`config.mk`:
```
export PLATFORM = sky130hd
export DESIGN_NAME = spi_arbiter
export DESIGN_NICKNAME = d
export VERILOG_FILES = /design/src/rtl/spi_pkg.sv /design/src/rtl/spi_arbiter_rr.sv /design/src/rtl/spi_arbiter.sv
export SDC_FILE = /design/constraint.sdc
export NUM_CORES = 1
export LEC_CHECK = 0
export CAP_MARGIN = 5
export CORE_MARGIN = 2
export CORE_UTILIZATION = 50
export CTS_BUF_LIST = sky130_fd_sc_hd__clkbuf_8
export CTS_CLUSTER_SIZE = 20
export DETAILED_ROUTE_END_ITERATION = 6
export PLACE_DENSITY = 0.95
export SLEW_MARGIN = 30
export SYNTH_ARGS = -nofsm -noshare
export SYNTH_HDL_FRONTEND = slang
export SYNTH_HIERARCHICAL = 1
export SYNTH_SLANG_ARGS = --single-unit
```
`constraint.sdc`:
```
create_clock -name clock -period 10.6 [get_ports clock]
set_clock_uncertainty 0.05 [all_clocks]
set_input_delay 2.12 -clock clock [delete_from_list [all_inputs] [get_ports clock]]
set_output_delay 2.12 -clock clock [all_outputs]
set_load 0.02 [all_outputs]
```
`src/rtl/spi_pkg.sv`:
```
// Shared constants for the SPI register-access arbiter: FSM encoding,
// requester count and the default transaction timeout.
package spi_pkg;

  localparam int unsigned NREQ = 4;
  localparam logic [15:0] TIMEOUT_CYC_DEF = 16'd65535;

  localparam logic [2:0] ST_IDLE      = 3'd0;
  localparam logic [2:0] ST_ISSUE     = 3'd1;
  localparam logic [2:0] ST_WAIT_CLR  = 3'd2;
  localparam logic [2:0] ST_WAIT_DONE = 3'd3;
  localparam logic [2:0] ST_RESP      = 3'd4;

endpackage

```
`src/rtl/spi_arbiter_rr.sv`:
```
// Combinational round-robin pick: the search starts one past last_gnt and
// wraps, so the previous winner has the lowest priority.
module rr_arbiter
  import spi_pkg::*;
(
  input  logic [NREQ-1:0] req,
  input  logic [1:0]      last_gnt,
  output logic [NREQ-1:0] gnt,
  output logic [1:0]      index
);

  logic       found;
  logic [1:0] cand;

  always_comb begin
    gnt   = '0;
    index = '0;
    found = 1'b0;
    cand  = '0;
    for (int unsigned k = 1; k <= NREQ; k++) begin
      cand = last_gnt + 2'(k);
      if (!found && req[cand]) begin
        found      = 1'b1;
        gnt[cand]  = 1'b1;
        index      = cand;
      end
    end
  end

endmodule

```
`src/rtl/spi_arbiter.sv`:
```
// Arbitrates four register-access requesters onto one SPI master and
// returns a one-cycle ack with read data or a timeout error.
module spi_arbiter
  import spi_pkg::*;
#(
  parameter logic [15:0] TIMEOUT_CYC = TIMEOUT_CYC_DEF
) (
  input  logic        clock,
  input  logic        reset,
  input  logic [3:0]  req,
  input  logic [3:0]  req_rw,
  input  logic [31:0] req_addr,
  input  logic [31:0] req_wdata,
  output logic [3:0]  gnt,
  output logic [3:0]  ack,
  output logic [7:0]  rsp_rdata,
  output logic        rsp_err,
  output logic        busy,
  output logic        spi_start_w,
  output logic        spi_start_r,
  output logic [7:0]  spi_addr,
  output logic [7:0]  spi_wdata,
  input  logic [7:0]  spi_rdata,
  input  logic        spi_done
);

  logic [2:0]  state_q, state_d;
  logic [3:0]  gnt_q, gnt_d;
  logic [1:0]  idx_q, idx_d;
  logic [1:0]  last_q, last_d;
  logic        rw_q, rw_d;
  logic [7:0]  addr_q, addr_d;
  logic [7:0]  wdata_q, wdata_d;
  logic        err_q, err_d;
  logic [15:0] tmo_q, tmo_d;
  logic [15:0] tmo_inc;
  logic [3:0]  arb_gnt;
  logic [1:0]  arb_idx;
  logic        in_resp;

  rr_arbiter u_rr (
    .req      (req),
    .last_gnt (last_q),
    .gnt      (arb_gnt),
    .index    (arb_idx)
  );

  always_comb begin
    state_d = state_q;
    gnt_d   = gnt_q;
    idx_d   = idx_q;
    last_d  = last_q;
    rw_d    = rw_q;
    addr_d  = addr_q;
    wdata_d = wdata_q;
    err_d   = err_q;
    tmo_d   = tmo_q;
    tmo_inc = tmo_q + 16'd1;
    case (state_q)
      ST_IDLE: begin
        if (|req) begin
          gnt_d   = arb_gnt;
          idx_d   = arb_idx;
          rw_d    = req_rw[arb_idx];
          addr_d  = req_addr[{arb_idx, 3'b000} +: 8];
          wdata_d = req_wdata[{arb_idx, 3'b000} +: 8];
          err_d   = 1'b0;
          tmo_d   = '0;
          state_d = ST_ISSUE;
        end
      end
      ST_ISSUE: state_d = ST_WAIT_CLR;
      ST_WAIT_CLR: begin
        tmo_d = tmo_inc;
        if (tmo_inc == TIMEOUT_CYC) begin
          err_d   = 1'b1;
          state_d = ST_RESP;
        end else if (!spi_done) begin
          state_d = ST_WAIT_DONE;
        end
      end
      ST_WAIT_DONE: begin
        tmo_d = tmo_inc;
        // A frame finishing on the timeout cycle is reported as a success.
        if (spi_done) begin
          state_d = ST_RESP;
        end else if (tmo_inc == TIMEOUT_CYC) begin
          err_d   = 1'b1;
          state_d = ST_RESP;
        end
      end
      ST_RESP: begin
        gnt_d   = '0;
        last_d  = idx_q;
        state_d = ST_IDLE;
      end
      default: begin
        gnt_d   = '0;
        state_d = ST_IDLE;
      end
    endcase
  end

  always_ff @(posedge clock or negedge reset) begin
    if (!reset) begin
      state_q <= ST_IDLE;
      gnt_q   <= '0;
      idx_q   <= '0;
      last_q  <= 2'd3;
      rw_q    <= 1'b0;
      addr_q  <= '0;
      wdata_q <= '0;
      err_q   <= 1'b0;
      tmo_q   <= '0;
    end else begin
      state_q <= state_d;
      gnt_q   <= gnt_d;
      idx_q   <= idx_d;
      last_q  <= last_d;
      rw_q    <= rw_d;
      addr_q  <= addr_d;
      wdata_q <= wdata_d;
      err_q   <= err_d;
      tmo_q   <= tmo_d;
    end
  end

  // Pulse outputs decode the registered state so reset clears them at once.
  assign in_resp     = (state_q == ST_RESP);
  assign busy        = (state_q != ST_IDLE);
  assign gnt         = gnt_q;
  assign ack         = in_resp ? gnt_q : '0;
  assign rsp_err     = in_resp & err_q;
  assign rsp_rdata   = (in_resp && rw_q && !err_q) ? spi_rdata : 8'h00;
  assign spi_start_w = (state_q == ST_ISSUE) & ~rw_q;
  assign spi_start_r = (state_q == ST_ISSUE) & rw_q;
  assign spi_addr    = addr_q;
  assign spi_wdata   = wdata_q;

endmodule

```
# After elaboration in Yosys (flattened, before gate mapping)

Index checks and enable logic that the tools add are counted.

Word-level logic and storage cells: 111
Input bits: 83
Register bits after elaboration: 45

Shift operators: 2
Eq/ne operators: 9
Reduce and logical (&&, ||, !) cells: 25
Bitwise logic cells: 8
Multiplexer cells: 45
Order comparisons: 9
Add/sub/neg operators: 4

Operators with widths:

| cell                                                                                 | count |
|---|---|
| 32-bit by 6-bit variable part select with 8-bit output                               | 2 |
| 16-bit one-hot mux with 2 select lines                                               | 1 |
| 4-bit 2-to-1 mux                                                                     | 6 |
| 16-bit by 1-bit adder with 16-bit output (second input constant)                     | 1 |
| 16-bit equality test (second input constant)                                         | 1 |
| 16-bit 2-to-1 mux                                                                    | 1 |
| 2-bit by 3-bit < comparator with 1-bit output (second input constant)                | 5 |
| 1-bit 2-to-1 mux                                                                     | 15 |
| 3-bit 2-to-1 mux                                                                     | 5 |
| 4-bit OR                                                                             | 3 |
| 3-bit one-hot mux with 4 select lines                                                | 1 |
| 1-bit binary-select mux with 2-bit select                                            | 5 |
| 1-bit logical AND                                                                    | 9 |
| 1-bit demux with 2-bit select                                                        | 4 |
| 2-bit by 1-bit greater-or-equal comparator with 1-bit output (second input constant) | 4 |
| 2-bit 2-to-1 mux                                                                     | 4 |
| 8-bit 2-to-1 mux                                                                     | 1 |
| 4-bit one-hot mux with 2 select lines                                                | 1 |
| 3-bit by 2-bit equality test with 1-bit output (second input constant)               | 2 |
| 3-bit inequality test (second input constant)                                        | 2 |
| 2-bit AND reduction                                                                  | 3 |
| 3-bit AND reduction                                                                  | 2 |
| 3-bit nonzero test                                                                   | 2 |
| 2-bit adder (second input constant)                                                  | 2 |
| 13 further kinds                                                                     | 20 |

# Longest topological paths before layout

Gate-level depths: netlist of run 1.

Depth in word-level cells: 15
Depth in mapped cells: 12
Gate-level depth less buffers: 8

# By module

The synthesis of run 1 kept the hierarchy.

By module, submodules not included:

| module      | times used | area each (um^2) | cells an instance |
|---|---|---|---|
| spi_arbiter | 1          | 2603.7           | 233 |
| rr_arbiter  | 1          | 545.5            | 68 |

# Worst setup path before layout of run 1

Ideal clock, no wire load.

Path type: in2reg
From: in req[0]
To: reg rw_q
Arrival time: 4.438 ns
Path slack: 5.988 ns
Stages on the path: 9
Data required time: 10.425 ns
Setup time: 0.125 ns
Cells stage by stage: buf_6 mux2_2 a22oi_1 o211ai_1 a21oi_1 buf_2 buf_1 mux4_2 mux2_2

Word-level cells in the longest chain between the ends: 14

Ends and longest elaborated chain:

| what                                        | line                 | text |
|---|---|---|
| start: declaration                          | spi_arbiter.sv:10    | `input logic [3:0] req,` |
| 1-bit binary-select mux with 2-bit select   | spi_arbiter_rr.sv:22 | `if (!found && req[cand]) begin` |
| 1-bit 2-to-1 mux (not written as such)      | spi_arbiter_rr.sv:22 |  |
| 1-bit 2-to-1 mux                            | spi_arbiter_rr.sv:22 |  |
| 1-bit logical NOT                           | spi_arbiter_rr.sv:22 |  |
| 1-bit logical AND                           | spi_arbiter_rr.sv:22 |  |
| 1-bit 2-to-1 mux                            | spi_arbiter_rr.sv:22 |  |
| 1-bit logical NOT                           | spi_arbiter_rr.sv:22 |  |
| 1-bit logical AND                           | spi_arbiter_rr.sv:22 |  |
| 1-bit 2-to-1 mux                            | spi_arbiter_rr.sv:22 |  |
| 1-bit logical NOT                           | spi_arbiter_rr.sv:22 |  |
| 1-bit logical AND                           | spi_arbiter_rr.sv:22 |  |
| 2-bit 2-to-1 mux *                          | spi_arbiter_rr.sv:22 |  |
| named net arb_idx[0]                        | spi_arbiter.sv:38    | `logic [1:0] arb_idx;` |
| 1-bit binary-select mux with 2-bit select * | spi_arbiter.sv:64    | `rw_d = req_rw[arb_idx];` |
| 1-bit 2-to-1 mux (not written as such) *    | spi_arbiter.sv:64    |  |
| end signal: assignment                      | spi_arbiter.sv:120   | `rw_q <= rw_d;` |
| end: declaration                            | spi_arbiter.sv:31    | `logic rw_q, rw_d;` |

The timed path passes the listed nets; every way through them passes the cells marked *. The select of a mux whose other input is x is not followed.
A chain may end at the register's enable or synchronous reset.

# Worst setup path in the final report of run 1

From: in spi_rdata[6]
To: out rsp_rdata[6]

Word-level cells in the longest chain between the ends: 1

Ends and longest elaborated chain:

| what               | line               | text |
|---|---|---|
| start: declaration | spi_arbiter.sv:23  | `input logic [7:0] spi_rdata,` |
| 8-bit 2-to-1 mux   | spi_arbiter.sv:134 | `assign rsp_rdata = (in_resp && rw_q && !err_q) ? spi_rdata : 8'h00;` |
| end: declaration   | spi_arbiter.sv:16  | `output logic [7:0] rsp_rdata,` |

No other way between the ends.

==> impl_metrics.csv, run 1 <==
group,metric,value,unit
clock_network,cts.htree.levels,2,
worst_hold_path,hold_class,"flip-flop to flip-flop",
yosys,synth_top_area_cell,"dfrtp_1",
yosys,synth_edf_count,0,
yosys,ys_warn_count,6,
worst_hold_path,hold_end,"spi_wdata[0]$_DFFE_PN0P_",
grt,grt_overflow_total,0,
setup_path,worst_setup_path_end_kind,"output pin",
place,placed_area,4360,sq um
yosys,mappedNetlistArea,3150,sq um
grt,antenna_found_initial,0,
floorplanning,die-area,6950,sq um
timing,rsz0062_at_grt,"no",
setup_path,cp_slowest_cell,"clkdlybuf4s50_1",
yosys,synth_area_leaders,"dfrtp_1, mux4_2, mux2_2, ha_1, nand2_1",
finish,insertedDiodeCount,0,
finish,fin_area,4470,sq um
floorplanning,io_pins,119,
yosys,syn_inst,301,
route,drc,0,
clock_network,clock_sinks,45,
clock_network,cts_buffers,5,
grt,gr-usage-all-layers,26.3,%
yosys,synth_cell_types,52,
route,routed_wl,8880,um
place,place_congestion,0.890,
power,irDropWorstVdd,0.000145,V
route,antenna_left,0,
finish,utilization,74.6,%
clock_network,clkTransAtPathRegs,90,ps
route,routed_via_density,6.18,
grt,grt_pass1_vias,3057,
timing,worst_pin_slew,892,ps
route,dr.pass1.iters,5,
yosys,ys_ff_latch,45,
timing,final-hold-violation-count,0,
timing,fin_setup_tns,0,ps
grt,grt_max_degree,46,
setup_path,reg2reg_to,"spi_addr[7]$_DFFE_PN0P_",
setup_path,timing.critical_path.cells,"clkdlybuf4s50_1 -> and2_1 -> clkdlybuf4s50_1",
setup_path,setup.worst_path.start_class,"input pin",
finish,drive_above_1_share,16.7,%
yosys,async_flop_share,100,%
timing,period_needed,5480,ps
power,powerDensity,243,nW/um^2
run_status,status,"completed",
timing,fmax,183,MHz
finish,synthToLayoutAreaGrowth,41.9,%
timing,setup_viol,0,
yosys,synthMostInstantiatedCell,"dfrtp_1",
setup_path,worst_ep_arrival_time,3310,ps
floorplanning,core,5990,sq um
clock_network,cts_setup_buffers,0,
timing,worst_slack,5120,ps
clock_network,cts_resized,0,
yosys,synthTopCellsByCount,"dfrtp_1, nand2_1, nor2_1, o21ai_0, mux2_2",
finish,fin_nets,504,
timing,maxSlewViolCount,0,
setup_path,crit_family,"buffers and inverters",
worst_hold_path,worstHoldStart,"spi_wdata[0]$_DFFE_PN0P_",
clock_network,cts_buffer_depth,2,
run,maxCapViolCount,0,
yosys,netlist.area_leader.share,34.2,%
clock_network,cts_tree,"yes",
place,pre_cts_ws,5110,ps
clock_network,cts_root_buffer,"clkbuf_8",
clock_network,hold_buffers,0,
yosys,avgSynthCellArea,10.5,sq um
setup_path,r2r-start,"last_q[0]$_DFFE_PN1N_",
route,vias,3008,
floorplanning,fp.dieH,83.4,um
yosys,syn-num-nets,394,
grt,grt_pass1_wl,14800,um
route,wl_per_cell,18.2,um
place,place_hpwl,6790,um
yosys,ys_seq_area_share,35.8,%
power,p_leak,1.71,nW
setup_path,slowest_delay,610,ps
yosys,yosys_most_used_dff,"dfrtp_1",
floorplanning,initial_utilization,52.6,%
timing,period_share,51.7,%
clock_network,clk_latency,300,ps
setup_path,crit_type,"input pin to output pin",
setup_path,r2r_cells,9,
floorplanning,rows,28,
place,port_buffers,118,
setup_path,cp.required,8430,ps
floorplanning,die_w,83.4,um
timing,hold_ws,460,ps
setup_path,rrSetupSlack,7200,ps
setup_path,cp_num_buf_inv,2,
timing,slew_headroom,40.6,%
setup_path,critical_path.most_common_cell,"clkdlybuf4s50_1",
route,drt_first_iter_violations,314,
worst_hold_path,whs_path_depth,1,
setup_path,crit_fanout,1,
-- worst reg2reg max path: stages (launching register included) --
cell	delay [ps]
dfstp_2	760
inv_1	190
ha_1	520
nor2b_1	130
a22oi_1	200
o211ai_1	120
a21oi_2	150
buf_4	320
mux4_2	560
mux2_2	290
-- layout by cell type, fill, tap and decap left out, types with 2 or more instances in the layout --
master / Yosys / final
mux4_2: 19 / 19
inv_1: 6 / 7
o22ai_1: 7 / 7
o21ai_0: 23 / 23
o31ai_1: 2 / 2
nor4_1: 4 / 4
dfrtp_1: 43 / 43
clkdlybuf4s50_1: 0 / 117
xor2_1: 4 / 4
buf_4: 3 / 4
dfstp_2: 2 / 2
mux2i_1: 5 / 5
nor4b_1: 2 / 2
and3_1: 5 / 5
xnor2_1: 5 / 5
mux2_2: 22 / 22
nor2_1: 23 / 23
nand2b_1: 2 / 2
ha_1: 10 / 10
nor2b_1: 4 / 4
nor3_1: 6 / 5
o211ai_1: 2 / 2
a22oi_1: 3 / 3
and2_1: 9 / 9
nand4_1: 2 / 2
clkbuf_8: 0 / 5
a21oi_1: 4 / 3
nand3_1: 12 / 12
nor3b_1: 2 / 2
a221o_2: 4 / 4
nand2_1: 32 / 32
-- per-stage QoR --
step                      total power, W  instances
after floorplan                 0.000739        301
after global placement          0.000916        479
after detailed placement        0.000955        479
after CTS                        0.00109        487
after global routing             0.00115        487
final                            0.00109        487
-- registers in the layout, summed over array words and instances, names as in the netlist --
signal	flops
err_q	1
rw_q	1
tmo_q	16
last_q	2
idx_q	2
spi_addr	8
spi_wdata	8
state_q	3
gnt	4
-- power breakdown --
| part | total (W) | switching [W] | internal [W] |
|---|---|---|---|
| registers | 0.000314 | 0.0000753 | 0.000239 |
| logic | 0.000644 | 0.000312 | 0.000332 |
| clock network | 0.000128 | 0.0000586 | 0.0000698 |
-- worst max-delay path by stage --
stage	start	end	depth (start not counted)
3_3_place_gp	spi_rdata[6]	rsp_rdata[6]	3
3_5_place_dp	spi_rdata[6]	rsp_rdata[6]	3
6_report	spi_rdata[6]	rsp_rdata[6]	3
5_1_grt	spi_rdata[6]	rsp_rdata[6]	3
2_1_floorplan	req[0]	rw_q$_DFFE_PN0P_	9
4_1_cts	spi_rdata[6]	rsp_rdata[6]	3
-- layout make-up --
cell class	instances	area (sq um)
Sequential cell	45	1130
Clock buffer	5	68.8
Multi-Input combinational cell	232	1910
Tap cell	75	93.8
Timing Repair Buffer	121	1200
Fill cell	370	1520
Clock inverter	3	42.5
Inverter	6	22.5
-- per-layer routing --
metal | GRT usage [%] | up-vias | routed length (um)
met2 | 47.1 | 173 | 4690
met1 | 29.9 | 1463 | 3240
met5 | 0 | - | 0
met4 | 10.4 | 0 | 311
met3 | 6.56 | 31 | 636
li1 | - | 1341 | -
-- cells by family after synthesis --
| group | count (synthesis) | share of synthesized area [%] |
|---|---|---|
| xor+xnor | 9 | 2.50 |
| mux | 46 | 23.0 |
| compound gates | 54 | 11.7 |
| fa+ha+maj | 10 | 3.97 |
| flops | 45 | 35.8 |
| buf+inv | 24 | 4.01 |
| simple gates | 113 | 18.9 |
Power figures use the tool's default switching activity.
==> inputs of run 2 (changes only) <==
--- a/config.mk
+++ b/config.mk
@@ -7,11 +7,11 @@
 export LEC_CHECK = 0
 export CAP_MARGIN = 5
 export CORE_MARGIN = 2
-export CORE_UTILIZATION = 50
+export CORE_UTILIZATION = 42
 export CTS_BUF_LIST = sky130_fd_sc_hd__clkbuf_8
 export CTS_CLUSTER_SIZE = 20
 export DETAILED_ROUTE_END_ITERATION = 6
-export PLACE_DENSITY = 0.95
+export PLACE_DENSITY = 0.88
 export SLEW_MARGIN = 30
 export SYNTH_ARGS = -nofsm -noshare
 export SYNTH_HDL_FRONTEND = slang
==> constraint.sdc (replaced) <==
create_clock -name clock -period 4.4 [get_ports clock]
set_clock_uncertainty 0.05 [all_clocks]
set_input_delay 0.88 -clock clock [delete_from_list [all_inputs] [get_ports clock]]
set_output_delay 0.88 -clock clock [all_outputs]
set_load 0.02 [all_outputs]
==> run 2 against run 1 <==
Final cell count is 4.9% higher. Critical path depth increased by 2. Sequential power is 140% higher. Global-route usage is 5.7 points lower. First-iteration DRC count rose by 16%. Setup slack worse by 4500 ps. Final area increased by 0.20%. Combinational power rose by 140%. Sequential share of layout area hardly changed. Clock-buffer cell count increased by 1. Via count fell by 4.3%. Critical endpoint is now rsp_rdata[2].
==> impl_metrics.csv, run 2 (same netlist as run 1, synthesis figures left out) <==
group,metric,value,unit
run_status,status,"completed",
floorplanning,io_pins,119,
clock_network,cts.htree.levels,2,
clock_network,cts_root_buffer,"clkbuf_8",
route,drc,0,
clock_network,cts_setup_buffers,0,
place,port_buffers,118,
route,vias,2878,
worst_hold_path,hold_end,"idx_q[0]$_DFFE_PN0P_",
timing,rsz0062_at_grt,"no",
finish,largest_register_ff_count,16,
setup_path,reg2reg_to,"spi_addr[0]$_DFFE_PN0P_",
timing,worst_slack,656,ps
finish,insertedDiodeCount,0,
place,place_congestion,0.893,
route,wl_per_cell,16.4,um
finish,drive_above_1_share,16.5,%
floorplanning,die_w,90.6,um
setup_path,worst_setup_path_end_kind,"output pin",
grt,gr-usage-all-layers,20.6,%
clock_network,clock_sinks,45,
floorplanning,core,7250,sq um
timing,maxSlewViolCount,0,
floorplanning,rows,31,
setup_path,r2r-start,"last_q[0]$_DFFE_PN1N_",
timing,fmax,267,MHz
finish,synthToLayoutAreaGrowth,42.2,%
finish,final_common_cell,"clkdlybuf4s50_1",
finish,mostFrequentLayoutCells,"clkdlybuf4s50_1, dfrtp_1, nand2_1, nor2_1, o21ai_0",
setup_path,slowest_delay,610,ps
clock_network,clk_latency,290,ps
place,place_hpwl,6140,um
finish,fin_cells,511,
floorplanning,initial_utilization,43.4,%
route,dr.pass1.iters,6,
clock_network,cts_resized,0,
route,routed_wl,8370,um
timing,final-hold-violation-count,0,
timing,period_needed,3740,ps
worst_hold_path,worstHoldStart,"idx_q[0]$_DFFE_PN0P_",
grt,grt_overflow_total,0,
setup_path,cp.required,3470,ps
timing,worst_pin_slew,882,ps
timing,fin_setup_tns,0,ps
route,drt_first_iter_violations,365,
floorplanning,die-area,8210,sq um
clock_network,hold_buffers,0,
setup_path,timing.critical_path.cells,"nor2_1 -> nand2_1 -> nor3b_1 -> and2_1 -> clkdlybuf4s50_1",
grt,grt_pass1_vias,2869,
route,antenna_left,0,
power,powerDensity,566,nW/um^2
clock_network,clkTransAtPathRegs,80,ps
timing,slew_headroom,41.2,%
place,dp.cells,503,
run,maxCapViolCount,0,
clock_network,cts_buffer_depth,2,
setup_path,crit_type,"flip-flop to output pin",
timing,hold_ws,460,ps
timing,setup_viol,0,
setup_path,crit_fanout,8,
setup_path,setup.worst_path.start_class,"flip-flop",
setup_path,worst_ep_arrival_time,2810,ps
finish,fin_nets,504,
grt,antenna_found_initial,0,
place,pre_cts_ws,670,ps
grt,grt_pass1_wl,13800,um
worst_hold_path,hold_class,"flip-flop to flip-flop",
timing,period_share,85.1,%
finish,regMostFlops,"tmo_q",
worst_hold_path,whs_path_depth,1,
grt,grt_max_degree,46,
floorplanning,fp.dieH,90.6,um
route,routed_via_density,5.63,
finish,utilization,61.7,%
setup_path,r2r_cells,9,
clock_network,cts_tree,"yes",
power,p_leak,1.71,nW
setup_path,rrSetupSlack,880,ps
power,irDropWorstVdd,0.000299,V
setup_path,cp_slowest_cell,"nor3b_1",
clock_network,cts_buffers,5,
## run 2: changes by cell type in the layout (fill, tap and decap cells not counted)
cell	delta
bufinv_16	-1
inv_1	+1
clkinv_4	-1
clkbuf_8	+1
## run 2: worst max-delay path by stage
| stage | start | to | slack [ps] | depth (start not counted) |
|---|---|---|---|---|
| after floorplan | last_q[0]$_DFFE_PN1N_ | spi_wdata[4]$_DFFE_PN0P_ | 870 | 12 |
| after global placement | req[0] | spi_wdata[2]$_DFFE_PN0P_ | 880 | 8 |
| after detailed placement | req[0] | spi_addr[0]$_DFFE_PN0P_ | 670 | 8 |
| after CTS | state_q[1]$_DFFE_PN0P_ | rsp_rdata[6] | 610 | 5 |
| after global routing | state_q[1]$_DFFE_PN0P_ | rsp_rdata[5] | 350 | 5 |
| final | state_q[1]$_DFFE_PN0P_ | rsp_rdata[2] | 660 | 5 |
## run 2: power breakdown
group | internal [W] | switching (W)
sequential | 0.000575 | 0.000176
combinational | 0.000798 | 0.000730
clock | 0.000124 | 0.000131
total | 0.00150 | 0.00104
## run 2: area by class of cell
class,count,area (sq um)
fill,565,2780
multi-input combinational,232,1910
timing repair buffer,121,1200
sequential,45,1130
tap,99,124
clock buffer,6,82.6
inverter,6,22.5
clock inverter,2,7.51
## run 2: stage by stage
stage          power, W  cell area [sq um]
3_3_place_gp    0.00221               4390
3_5_place_dp    0.00229               4390
4_1_cts         0.00255               4480
5_1_grt         0.00271               4480
6_report        0.00253               4480
2_1_floorplan   0.00178               3150
## run 2: layer usage
| metal | vias up | routed length [um] | global-route usage [%] |
|---|---|---|---|
| met2 | 151 | 4320 | 37.3 |
| met3 | 15 | 689 | 5.68 |
| met1 | 1374 | 3240 | 24.3 |
| li1 | 1338 | - | - |
| met5 | - | 0 | 0 |
| met4 | 0 | 125 | 4.87 |
## run 2: critical path, delay by kind of cell, from the launching register on
family                 cells  cell delay, ps
and+or+nand+nor            4            1420
buffers and inverters      1             600
DFF                        1             480
